`src/rtl/fob_pkg.sv`:
```
// Shared definitions for the OTP key-fob controller: state encoding, code width
// and default timing parameters.
package fob_pkg;

  localparam int CODE_W           = 16;
  localparam int DEF_SHOW_TICKS   = 2500;
  localparam int DEF_HASH_TIMEOUT = 8;

  typedef enum logic [1:0] {
    ST_IDLE    = 2'd0,
    ST_FETCH   = 2'd1,
    ST_SHOW    = 2'd2,
    ST_REFRESH = 2'd3
  } fob_state_e;

endpackage

```
`src/rtl/fob_tick_timer.sv`:
```
// Tick counter with synchronous clear that saturates at LIMIT-1; tc_o flags the
// terminal count so the owner can act on the tick that would pass it.
module fob_tick_timer #(
  parameter int CNT_W = 12,
  parameter int LIMIT = 8
) (
  input  logic clk_i,
  input  logic rst_i,
  input  logic clr_i,
  input  logic tick_i,
  output logic tc_o
);

  localparam logic [CNT_W-1:0] TERM = CNT_W'(LIMIT - 1);

  logic [CNT_W-1:0] cnt_q, cnt_d;

  always_comb begin
    cnt_d = cnt_q;
    if (clr_i) begin
      cnt_d = '0;
    end else if (tick_i && (cnt_q != TERM)) begin
      cnt_d = cnt_q + CNT_W'(1);
    end
  end

  always_ff @(posedge clk_i or posedge rst_i) begin
    if (rst_i) cnt_q <= '0;
    else       cnt_q <= cnt_d;
  end

  assign tc_o = (cnt_q == TERM);

endmodule

```
`src/rtl/otp_fob_sequencer.sv`:
```
// Key-fob sequencer: fetches a one-time code from the hasher on a button press,
// shows it for a fixed window and refreshes it when an epoch boundary passes.
module otp_fob_sequencer
  import fob_pkg::*;
#(
  parameter int SHOW_TICKS   = DEF_SHOW_TICKS,
  parameter int HASH_TIMEOUT = DEF_HASH_TIMEOUT,
  parameter int CNT_W        = 12
) (
  input  logic              sysclk,
  input  logic              rst,
  input  logic              tick_500hz,
  input  logic              epoch_tick,
  input  logic              button_press,
  input  logic              hash_ack,
  input  logic [CODE_W-1:0] hash_value,
  output logic              hash_req,
  output logic [CODE_W-1:0] code_out,
  output logic              display_en,
  output logic              hash_err,
  output logic [1:0]        state_dbg
);

  // Handshake: hash_req is a level held until hash_ack is sampled while it is high;
  // an ack seen while hash_req is low, or outside FETCH/REFRESH, is ignored.
  fob_state_e        state_q, state_d;
  logic              req_q, req_d;
  logic [CODE_W-1:0] code_q, code_d;
  logic              disp_q, disp_d;
  logic              err_q, err_d;
  logic              pend_q, pend_d;
  logic              show_clr, show_tc, hash_tc;
  logic              ack_ok, hash_to, show_exp;

  assign ack_ok   = hash_ack && req_q && ((state_q == ST_FETCH) || (state_q == ST_REFRESH));
  assign hash_to  = req_q && tick_500hz && hash_tc;
  assign show_exp = tick_500hz && show_tc;

  fob_tick_timer #(.CNT_W(CNT_W), .LIMIT(SHOW_TICKS)) u_show_timer (
    .clk_i  (sysclk),
    .rst_i  (rst),
    .clr_i  (show_clr),
    .tick_i (tick_500hz && ((state_q == ST_SHOW) || (state_q == ST_REFRESH))),
    .tc_o   (show_tc)
  );

  // The timeout count only runs while a request is outstanding.
  fob_tick_timer #(.CNT_W(CNT_W), .LIMIT(HASH_TIMEOUT)) u_hash_timer (
    .clk_i  (sysclk),
    .rst_i  (rst),
    .clr_i  (!req_q || ack_ok),
    .tick_i (tick_500hz),
    .tc_o   (hash_tc)
  );

  always_comb begin
    state_d  = state_q;
    req_d    = req_q;
    code_d   = code_q;
    err_d    = err_q;
    pend_d   = pend_q;
    show_clr = 1'b0;
    unique case (state_q)
      ST_IDLE: begin
        if (button_press) begin
          state_d  = ST_FETCH;
          req_d    = 1'b1;
          err_d    = 1'b0;
          pend_d   = 1'b0;
          show_clr = 1'b1;
        end
      end
      ST_FETCH: begin
        if (epoch_tick) pend_d = 1'b1;
        if (!req_q) begin
          req_d = 1'b1;
        end else if (ack_ok) begin
          code_d   = hash_value;
          req_d    = 1'b0;
          show_clr = 1'b1;
          pend_d   = 1'b0;
          if (!pend_q) state_d = ST_SHOW;
        end else if (hash_to) begin
          state_d = ST_IDLE;
          req_d   = 1'b0;
          err_d   = 1'b1;
          pend_d  = 1'b0;
        end
      end
      ST_SHOW: begin
        if (show_exp) begin
          state_d = ST_IDLE;
        end else if (epoch_tick) begin
          state_d = ST_REFRESH;
          req_d   = 1'b1;
        end else if (button_press) begin
          show_clr = 1'b1;
        end
      end
      ST_REFRESH: begin
        if (ack_ok) begin
          code_d  = hash_value;
          req_d   = 1'b0;
          state_d = show_tc ? ST_IDLE : ST_SHOW;
        end else if (hash_to) begin
          req_d   = 1'b0;
          err_d   = 1'b1;
          state_d = ST_SHOW;
        end
      end
      default: state_d = ST_IDLE;
    endcase
    disp_d = (state_d == ST_SHOW) || (state_d == ST_REFRESH);
  end

  always_ff @(posedge sysclk or posedge rst) begin
    if (rst) begin
      state_q <= ST_IDLE;
      req_q   <= 1'b0;
      code_q  <= '0;
      disp_q  <= 1'b0;
      err_q   <= 1'b0;
      pend_q  <= 1'b0;
    end else begin
      state_q <= state_d;
      req_q   <= req_d;
      code_q  <= code_d;
      disp_q  <= disp_d;
      err_q   <= err_d;
      pend_q  <= pend_d;
    end
  end

  assign hash_req   = req_q;
  assign code_out   = code_q;
  assign display_en = disp_q;
  assign hash_err   = err_q;
  assign state_dbg  = state_q;

endmodule

```
`config.mk`:
```
export PLATFORM = sky130hd
export DESIGN_NAME = otp_fob_sequencer
export DESIGN_NICKNAME = d
export VERILOG_FILES = /design/src/rtl/fob_pkg.sv /design/src/rtl/fob_tick_timer.sv /design/src/rtl/otp_fob_sequencer.sv
export SDC_FILE = /design/constraint.sdc
export NUM_CORES = 1
export LEC_CHECK = 0
export BUFFER_PORTS_ARGS = -buffer_cell sky130_fd_sc_hd__buf_2
export CORE_ASPECT_RATIO = 1.5
export CORE_MARGIN = 8
export CORE_UTILIZATION = 60
export CTS_BUF_LIST = sky130_fd_sc_hd__clkbuf_8
export CTS_CLUSTER_DIAMETER = 100
export CTS_CLUSTER_SIZE = 16
export DETAILED_ROUTE_END_ITERATION = 10
export PLACE_DENSITY = 0.83
export SYNTH_ARGS = -nofsm -noshare
export SYNTH_HDL_FRONTEND = slang
export SYNTH_SLANG_ARGS = --single-unit
```
`constraint.sdc`:
```
create_clock -name sysclk -period 5.5 [get_ports sysclk]
set_clock_uncertainty 0.2 [all_clocks]
set_input_delay 0.825 -clock sysclk [delete_from_list [all_inputs] [get_ports sysclk]]
set_output_delay 0.825 -clock sysclk [all_outputs]
set_load 0.005 [all_outputs]
```
==> impl_metrics.ini <==
[final_layout]
antenna_cells = 0
fin_util = 0.7054
layout_common_cells = 45 x dfrtp_1, 42 x buf_2, 17 x nor2_1
final_common_cell = dfrtp_1
final_net_count = 272
area_growth_pct = 13.50
nFillCells = 291
fin_area_um2 = 2597
final_layout_size_suffix_gt1_frac = 0.3454

[sta]
period_share = 0.3946
rsz0062_at_grt = no
setup_viol = 0
slew_violations = 0
final.min_clock_period_ps = 2170
fin_hold_ws_ps = 306.8
maxSlewHeadroom = 0.6179
tightest_slew_ps = 573.2
fmax_mhz = 460.8
fin_tns_setup_ps = 0
hold_violations = 0

[setup_path]
reg2reg_depth = 4
cp.arrival_ps = 2140
reg2reg_from = state_dbg[0]
worst-endpoint-required_ps = 5470
r2r_setup_slack_ps = 3350
cp-end-kind = flip-flop
start_kind = input port
crit_type = input port to flip-flop
reg2reg_to = u_show_timer.cnt_q[8]
crit_fanout = 17

[min_path]
min_to = code_out[1]
min-delay-start = code_out[1]
hold_depth = 1
hold_path_class = flip-flop to flip-flop

[drt]
dr.pass1.iters = 4
totalWireLength_um = 4668
vias = 1682
drc = 0
vias_per_cell = 5.760
dr.first_iter.drc_count = 68
postRouteAntennaNets = 0
avgRoutedWirePerCell_um = 15.99

[synth]
synth_top_area_frac = 0.4921
synthTopCellsByArea = dfrtp_1 49%, mux2_2 7.9%, xnor2_1 5.4%
synth.distinct_cells = 41
ys_seq_area_frac = 0.4921
synth_area_um2 = 2288
synth-edff-count = 0
ys.flop_type = dfrtp_1
ys_seq_elements = 45
syn_nets = 230
synth_cells = 206
syn_avg_cell_area_um2 = 11.11
yosys.area.top_type = dfrtp_1
yosys_warnings = 0
async_flop_share = 1.000

[cts]
ctsHoldBuffers = 0
clockBufferDepth = 2
tritoncts = done
cts_buffers = 5
clkSinkCount = 45
clkLatencyLatePin_ps = 300
clk_pin_slew_ps = 90
htree_levels = 2
cts_root_buffer = clkbuf_8
cts_setup_buffers = 0
cts-resized-gates = 0

[placed_design]
hpwl_um = 3483
port_buffers = 42
place_congestion = 0.7891
dpl-instance-area_um2 = 2504

[global_route]
antenna_found_initial = 0
grt_max_degree = 46
grt_usage = 0.1618
grt.overflow.total = 0
grt_first_pass_wirelength_um = 7700
grt_pass1_vias = 1703

[pwr]
powerDensity_nw_per_um2 = 389.3
p_leak_uw = 0.001137
irDropWorstVdd_mv = 0.2683

[outcome]
status = finished, final reports clean

[run]
cap_viol_max_count = 0

[die]
die-area_um2 = 6087
ios = 43
start_util = 0.6215
num_rows = 27
die_height_um = 91.64
coreArea_um2 = 3682
dieWidth_um = 66.43
## layer usage
layer	wire length, um	track usage	vias up
li1	-	-	812
met1	1688	0.1623	833
met2	2703	0.2991	31
met3	185	0.03776	6
met4	91	0.07156	0
met5	0	0	-
## registers in the layout, indices dropped and copies added, names as in the netlist
name,count
code_out,16
u_hash_timer.cnt_q,12
u_show_timer.cnt_q,12
display_en,1
hash_err,1
hash_req,1
pend_q,1
state_dbg,1
## cell usage after synthesis (5+ instances only)
cell type,number
a21oi_1,9
and3_1,5
buf_2,5
dfrtp_1,45
inv_1,5
mux2_2,16
nand2_1,14
nand3_1,8
nand4_1,8
nor2_1,17
nor2_4,10
nor3_1,8
xnor2_1,14
## through the flow
step	setup WS, ps	std cells	power [uW]
2_1_floorplan	3416	206	698.1
3_3_place_gp	3023	284	800.8
3_5_place_dp	2976	284	813.1
4_1_cts	3313	292	1026
5_1_grt	3178	292	1073
6_report	3330	292	1011
## how the worst max path moves through the flow
| stage | start | endpoint | slack, ps | depth (start not counted) |
|---|---|---|---|---|
| 2_1_floorplan | rst | code_out[0] | 3420 | 1 |
| 3_3_place_gp | hash_ack | u_show_timer.cnt_q[8] | 3020 | 5 |
| 3_5_place_dp | hash_ack | u_show_timer.cnt_q[8] | 2980 | 5 |
| 4_1_cts | hash_ack | u_show_timer.cnt_q[8] | 3310 | 5 |
| 5_1_grt | state_dbg[0] | u_show_timer.cnt_q[8] | 3180 | 4 |
| 6_report | hash_ack | u_show_timer.cnt_q[8] | 3330 | 5 |
## worst max-delay path, stage by stage
cell and delay (ps):
buf_2 130, nand3_2 350, a21oi_1 270, a21o_2 480, nor2_1 100
## report_power, final
group          internal, uW  total [uW]  switching [uW]
Clock                  91.7         212             120
Sequential              419         494            75.4
Combinational           160         305             144
Total                   671        1010             340
## cell type report
class	instances	area [um2]	area share
Tap cell	43	53.80	0.02071
Clock inverter	3	25.02	0.009634
Multi-Input combinational cell	148	1087	0.4186
Sequential cell	45	1126	0.4335
Timing Repair Buffer	43	217.7	0.08382
Inverter	5	18.77	0.007225
Clock buffer	5	68.82	0.02649
## cell families after synthesis
kind of cell / synth area share
mux: 0.08748
fa+ha+maj: 0.01093
flops: 0.4921
buf+inv: 0.03280
compound gates: 0.06890
xor+xnor: 0.06507
simple gates: 0.2428
(Power assumes the default switching activity.)
